**config.mk**
```make
export PLATFORM = sky130hd
export DESIGN_NAME = cla_pipe_adder
export DESIGN_NICKNAME = d
export VERILOG_FILES = /design/src/rtl/cla_pkg.sv /design/src/rtl/cla_group.sv /design/src/rtl/cla_pipe_adder.sv
export SDC_FILE = /design/constraint.sdc
export NUM_CORES = 1
export LEC_CHECK = 0
export ABC_AREA = 1
export BUFFER_PORTS_ARGS = -buffer_cell sky130_fd_sc_hd__buf_2
export CORE_UTILIZATION = 53
export DETAILED_ROUTE_END_ITERATION = 7
export PLACE_DENSITY = 0.75
export SLEW_MARGIN = 10
export SYNTH_ARGS = -nofsm -noshare
export SYNTH_HDL_FRONTEND = slang
export SYNTH_SLANG_ARGS = --single-unit
```
**constraint.sdc**
```tcl
create_clock -name clk -period 1.3 [get_ports clk]
set_input_delay 0.13 -clock clk [delete_from_list [all_inputs] [get_ports clk]]
set_output_delay 0.13 -clock clk [all_outputs]
set_load 0.005 [all_outputs]
```
**src/rtl/cla_pkg.sv**
```systemverilog
`default_nettype none
// ============================================================================
//  Module      : cla_pkg
//  Description : Shared definitions for the pipelined carry-look-ahead adder:
//                stage-count computation, width-check macro and the
//                generate/propagate carry equations of a look-ahead group.
//  Revision    : 1.0 - initial release
// ============================================================================

// Elaboration-time guard: operand width must split evenly into groups, and a
// group must fit the look-ahead function's vector width.
`ifndef CLA_WIDTH_CHECK
`define CLA_WIDTH_CHECK(W, G) \
    if ((((W) % (G)) != 0) || ((G) < 1) || ((G) > cla_pkg::CLA_MAX_GROUP)) begin : g_width_check \
        $error("cla_pipe_adder: WIDTH must be a non-zero multiple of GROUP, GROUP <= CLA_MAX_GROUP"); \
    end
`endif

package cla_pkg;

    // Largest group the look-ahead carry function supports.
    localparam int CLA_MAX_GROUP = 32;

    // Number of pipeline stages for a given operand width and group size.
    function automatic int cla_nstage(input int width, input int group);
        return width / group;
    endfunction

    // Look-ahead carry out of bit idx in sum-of-products form:
    //   c[idx+1] = g[idx] | p[idx]g[idx-1] | ... | p[idx..0]c0
    // Bits above idx are ignored, so callers may zero-pad g/p.
    function automatic logic cla_carry(input logic [CLA_MAX_GROUP-1:0] g,
                                       input logic [CLA_MAX_GROUP-1:0] p,
                                       input logic                     c0,
                                       input int                       idx);
        logic c;
        logic pp;
        c  = 1'b0;
        pp = 1'b1;
        for (int j = CLA_MAX_GROUP - 1; j >= 0; j--) begin
            if (j <= idx) begin
                c  = c | (g[j] & pp);
                pp = pp & p[j];
            end
        end
        c = c | (c0 & pp);
        return c;
    endfunction

endpackage : cla_pkg

`default_nettype wire

```
**src/rtl/cla_group.sv**
```systemverilog
`default_nettype none
// ============================================================================
//  Module      : cla_group
//  Description : Combinational GROUP-bit carry-look-ahead block. Produces the
//                sum slice, group generate/propagate, carry out and the carry
//                into the top bit (used for signed overflow).
//  Revision    : 1.0 - initial release
// ============================================================================
module cla_group
    import cla_pkg::*;
#(
    parameter int GROUP = 4
) (
    input  logic [GROUP-1:0] a,
    input  logic [GROUP-1:0] b,
    input  logic             c_in,
    output logic [GROUP-1:0] s,
    output logic             g_out,
    output logic             p_out,
    output logic             c_out,
    output logic             c_msb
);

    logic [CLA_MAX_GROUP-1:0] w_g;
    logic [CLA_MAX_GROUP-1:0] w_p;
    logic [GROUP:0]           w_c;

    // Per-bit generate/propagate, zero-padded to the carry function's width.
    always_comb begin
        w_g              = '0;
        w_p              = '0;
        w_g[GROUP-1:0]   = a & b;
        w_p[GROUP-1:0]   = a ^ b;
    end

    assign w_c[0] = c_in;

    // Every internal carry is formed directly from g/p/c_in (no rippling).
    for (genvar i = 0; i < GROUP; i++) begin : g_carry
        assign w_c[i+1] = cla_carry(w_g, w_p, c_in, i);
    end

    assign s     = w_p[GROUP-1:0] ^ w_c[GROUP-1:0];
    assign g_out = cla_carry(w_g, w_p, 1'b0, GROUP - 1);
    assign p_out = &w_p[GROUP-1:0];
    assign c_out = w_c[GROUP];
    assign c_msb = w_c[GROUP-1];

endmodule : cla_group

`default_nettype wire

```
**src/rtl/cla_pipe_adder.sv**
```systemverilog
`default_nettype none
// ============================================================================
//  Module      : cla_pipe_adder
//  Description : Pipelined carry-look-ahead adder/subtractor with valid/ready
//                handshake. One GROUP-bit slice is resolved per stage; the
//                slice carry is registered into the next stage. Results are
//                presented NSTAGE cycles after acceptance when unstalled.
//  Revision    : 1.0 - initial release
// ============================================================================
module cla_pipe_adder
    import cla_pkg::*;
#(
    parameter int WIDTH = 16,
    parameter int GROUP = 4
) (
    input  logic             clk,
    input  logic             rst_n,
    input  logic             in_valid,
    output logic             in_ready,
    input  logic [WIDTH-1:0] a,
    input  logic [WIDTH-1:0] b,
    input  logic             c_in,
    input  logic             sub,
    output logic             out_valid,
    input  logic             out_ready,
    output logic [WIDTH-1:0] s,
    output logic             c_out,
    output logic             ovf
);

    localparam int NSTAGE = cla_nstage(WIDTH, GROUP);
    localparam int c_last = NSTAGE - 1;

    `CLA_WIDTH_CHECK(WIDTH, GROUP)

    logic [NSTAGE-1:0] w_valid;
    logic [NSTAGE:0]   w_ready;

    // Ready chain in closed form: a stage can load unless it and every stage
    // downstream of it (including the output register) are full and the
    // consumer is stalling. Equivalent to ready_k = !valid_k || ready_{k+1}
    // but without a bit-to-bit dependency inside one vector.
    assign w_ready[NSTAGE] = out_ready || !out_valid;
    for (genvar k = 0; k < NSTAGE; k++) begin : g_ready
        assign w_ready[k] = out_ready || !(out_valid && (&w_valid[NSTAGE-1:k]));
    end

    assign in_ready = w_ready[0];

    // Stage k holds: the A word (low k*GROUP bits already replaced by sum
    // bits), the B bits not yet consumed, and the carry into slice k.
    for (genvar k = 0; k < NSTAGE; k++) begin : g_stage
        localparam int c_lo = k * GROUP;
        localparam int c_bw = WIDTH - c_lo;

        logic             r_valid;
        logic [WIDTH-1:0] r_a;
        logic [c_bw-1:0]  r_b;
        logic             r_c;

        logic [GROUP-1:0] w_sum;
        logic             w_g;
        logic             w_p;
        logic             w_cout;
        logic             w_cmsb;
        logic [WIDTH-1:0] w_a_next;
        logic             w_unused_flags;

        assign w_valid[k] = r_valid;

        cla_group #(
            .GROUP (GROUP)
        ) u_group (
            .a     (r_a[c_lo +: GROUP]),
            .b     (r_b[GROUP-1:0]),
            .c_in  (r_c),
            .s     (w_sum),
            .g_out (w_g),
            .p_out (w_p),
            .c_out (w_cout),
            .c_msb (w_cmsb)
        );

        // Group generate/propagate are only needed by a two-level look-ahead;
        // with one group per stage the carry out is used directly.
        assign w_unused_flags = w_g ^ w_p ^ w_cmsb;

        // Splice this stage's resolved slice into the travelling word.
        always_comb begin
            w_a_next                    = r_a;
            w_a_next[c_lo +: GROUP]     = w_sum;
        end

        if (k == 0) begin : g_load_in
            // Capture operands; subtraction inverts B and forces carry-in.
            always_ff @(posedge clk or negedge rst_n) begin
                if (!rst_n) begin
                    r_valid <= 1'b0;
                    r_a     <= '0;
                    r_b     <= '0;
                    r_c     <= 1'b0;
                end else if (w_ready[0]) begin
                    r_valid <= in_valid;
                    if (in_valid) begin
                        r_a <= a;
                        r_b <= sub ? ~b : b;
                        r_c <= sub | c_in;
                    end
                end
            end
        end else begin : g_load_prev
            // Advance the previous stage's partial result when this stage is free.
            always_ff @(posedge clk or negedge rst_n) begin
                if (!rst_n) begin
                    r_valid <= 1'b0;
                    r_a     <= '0;
                    r_b     <= '0;
                    r_c     <= 1'b0;
                end else if (w_ready[k]) begin
                    r_valid <= g_stage[k-1].r_valid;
                    if (g_stage[k-1].r_valid) begin
                        r_a <= g_stage[k-1].w_a_next;
                        r_b <= g_stage[k-1].r_b[c_bw+GROUP-1:GROUP];
                        r_c <= g_stage[k-1].w_cout;
                    end
                end
            end
        end
    end

    // Output register: final slice result, carry and signed overflow.
    always_ff @(posedge clk or negedge rst_n) begin
        if (!rst_n) begin
            out_valid <= 1'b0;
            s         <= '0;
            c_out     <= 1'b0;
            ovf       <= 1'b0;
        end else if (w_ready[NSTAGE]) begin
            out_valid <= w_valid[c_last];
            if (w_valid[c_last]) begin
                s     <= g_stage[c_last].w_a_next;
                c_out <= g_stage[c_last].w_cout;
                ovf   <= g_stage[c_last].w_cmsb ^ g_stage[c_last].w_cout;
            end
        end
    end

endmodule : cla_pipe_adder

`default_nettype wire

```
==> flow_summary.yaml <==
run_status:
  status: "complete, but fails checks"
  violations: "hold timing, setup timing"
layout:
  fin_nets: 856
  n_antenna_cell: 0
  design_area_um2: 8670
  seqCellArea_um2: 3280
  final_core_util: 0.793
  fillers: 610
  multi_input_area_um2: 2960
  layout-area-overhead-vs-synth_pct: 44.4
  final_cells: 951
  layout-drive-gt1-share: 0.403
timing:
  hold_viol_final: 1
  whs_ps: -7.22
  worst_slew_pin_slew_ps: 432
  post-route-min-period_ps: 1580
  rsz0062_at_grt: "true"
  relSlewSlack: 0.712
  fin_ws_ps: -276
  setup_viol: 112
  fin_skew_ps: 8.56
  timing.final.crit_share: 1.21
  max_freq_ghz: 0.634
  drv_slew: 0
power:
  p_leak_nw: 4.22
  power_density_nw_per_um2: 2010
  vdd_ir_drop_max_v: 0.00123
placed_design:
  placed_area_um2: 6670
  dp.cells: 858
  globalplace.congestion: 0.840
  port_buffers: 57
  pre_cts_slack_ps: -90.7
  dpl.hpwl_um: 8400
die:
  coreArea_um2: 10900
  start_util: 0.549
  fp.dieW_um: 108
  rows: 38
  die_y_um: 108
  fp.dieArea_um2: 11800
  pin_count: 58
clock_network:
  clock-root-buffer: "clkbuf_16"
  htreeDepth: 4
  clock_path_buffers: 2
  clk_pin_slew_worst_paths_ps: 60
  cts_buffers: 17
  cts_sinks: 131
  cts_tree: "done"
  worstSkewPairLatency_ps: 420
hold_path:
  hold_class: "input pin to flip-flop"
  worstHoldStart: "c_in"
synth:
  ys_ff_latch: 131
  synth_fp_nets: 711
  yosys_warnings: 0
  ys.flop_type: "dfrtp_1"
  synthesis.area_um2: 6000
  ys_async_sr_fraction: 1.00
  ys_seq_area_frac: 0.546
  synth_edf_count: 0
  netlist-cell-type-count: 31
  synth_area_per_cell_um2: 9.19
  syn_inst: 653
worst_setup_path:
  crit-reg2reg-launch: "g_stage[3].r_valid"
  worst-path-max-fanout: 17
  crit_arrival_ps: 1870
  start_kind: "flip-flop"
  required_ps: 1590
  cp-end-kind: "flip-flop"
  critPathLaunch: "g_stage[3].r_valid"
  path_class: "flip-flop to flip-flop"
route:
  wl_met2_um: 9720
  vias: 5307
  dr.first_iter.drc_count: 342
  drtAntennaViolNets: 0
  routed.top_layer: "met4"
  vias_per_cell: 5.58
  firstDrtPassIters: 8
  routed_wl_um: 18000
  drc: 0
  met1_length_um: 6490
  wl_met3_um: 963
  wl_per_cell_um: 19.0
global_routing:
  grt_pass1_wl_um: 22500
  overflow: 0
  grt.total_usage: 0.252
  grt_max_degree: 37
  grt_pass1_vias: 4840
  antenna_found_initial: 0
job:
  maxCapViolCount: 0
[through the flow]
stage          TNS [ps]  power (mW)
6_report         -13070        17.5
5_1_grt          -20190        18.3
4_1_cts           -4950        15.5
3_5_place_dp       -876        10.4
3_3_place_gp       -126        10.1
2_1_floorplan     -6.27        8.78
[routing by layer]
layer	GRT usage	vias up
met1	0.299	2577
met3	0.0500	80
met4	0.111	0
li1	-	2381
met2	0.442	269
met5	0	-
[synthesized netlist by cell type, types with 4 or more instances]
library cell  number  share of area
dfrtp_1          131           0.55
inv_2              5         0.0031
ha_1              16          0.033
clkbuf_1           7         0.0044
nor2_1             9         0.0056
nand2_1          235           0.15
nand3_1           42          0.035
o21ai_2           27          0.039
o21ai_0           53          0.044
buf_2              7         0.0058
inv_1             51          0.032
fa_1               4          0.013
a21oi_1           12          0.010
buf_6              8          0.015
xnor2_1           17          0.025
[power breakdown]
group / internal [mW] / leakage [nW] / total (mW) / switching, mW
Combinational: 3.07 / 2.31 / 6.67 / 3.60
Sequential: 5.32 / 1.63 / 6.22 / 0.897
Clock: 2.76 / 0.271 / 4.57 / 1.81
Total: 11.2 / 4.22 / 17.5 / 6.31
[critical path, stage by stage (launching register included)]
cell and delay (ps):
dfrtp_1 410, nand3_4 110, nor2_4 50, buf_4 130, buf_6 110, nor2_4 120
buf_12 160, inv_6 70, o21ai_0 290
[path summary, 6_finish.rpt]
check / endpoint / slack (ps) / cells past startpoint
setup / recovery: g_stage[2].r_a[15] / -280 / 8
hold / removal: g_stage[0].r_c / -7 / 3
setup reg to reg: g_stage[2].r_a[15] / -280 / 8
hold reg to reg: s[6] / 470 / 2
max in group asynchronous: s[10] / 560 / 3
min in group asynchronous: s[1] / 170 / 2
[final cells by class]
class                           count  share of cell area
Timing Repair inverter              5             0.00635
Multi-Input combinational cell    441               0.342
Tap cell                          140              0.0202
Clock inverter                     10             0.00953
Sequential cell                   131               0.378
Timing Repair Buffer              145               0.160
Clock buffer                       22              0.0547
Inverter                           57              0.0290
[sequential cells by signal, summed over array words and instances, names as in the netlist]
signal           count
c_out                1
s                   16
g_stage.r_valid      4
ovf                  1
g_stage.r_c          4
g_stage.r_b         40
g_stage.r_a         64
out_valid            1
[timing repair]
| action | 4_1_cts | 5_1_grt |
|---|---|---|
| setup endpoints to repair | 65 | 116 |
| setup buffers | 9 | 18 |
| hold buffers | 17 | 0 |
| gates cloned | 3 | 15 |
| gates resized for setup | 34 | 161 |
| endpoints found under the hold margin | 129 | 0 |
| pin swaps | 8 | 34 |
[cell usage in the layout (no fill, tap or decap), types with 24 or more instances in the layout]
cell type,Yosys,final
clkbuf_16,0,24
inv_1,51,42
o21ai_2,27,32
buf_4,2,33
o21ai_0,53,26
buf_2,7,56
dfrtp_1,131,129
nand2_2,1,40
nand2_1,235,188
nand3_2,1,25
[logic make-up after synthesis]
| logic type | synth area share |
|---|---|
| adder cells (fa/ha/maj) | 0.0467 |
| XOR/XNOR | 0.0292 |
| buffers and inverters | 0.0644 |
| flip-flops | 0.546 |
| AND/OR/NAND/NOR | 0.217 |
| AO/OA/AOI/OAI | 0.0967 |
Power figures use the tool's default switching activity.
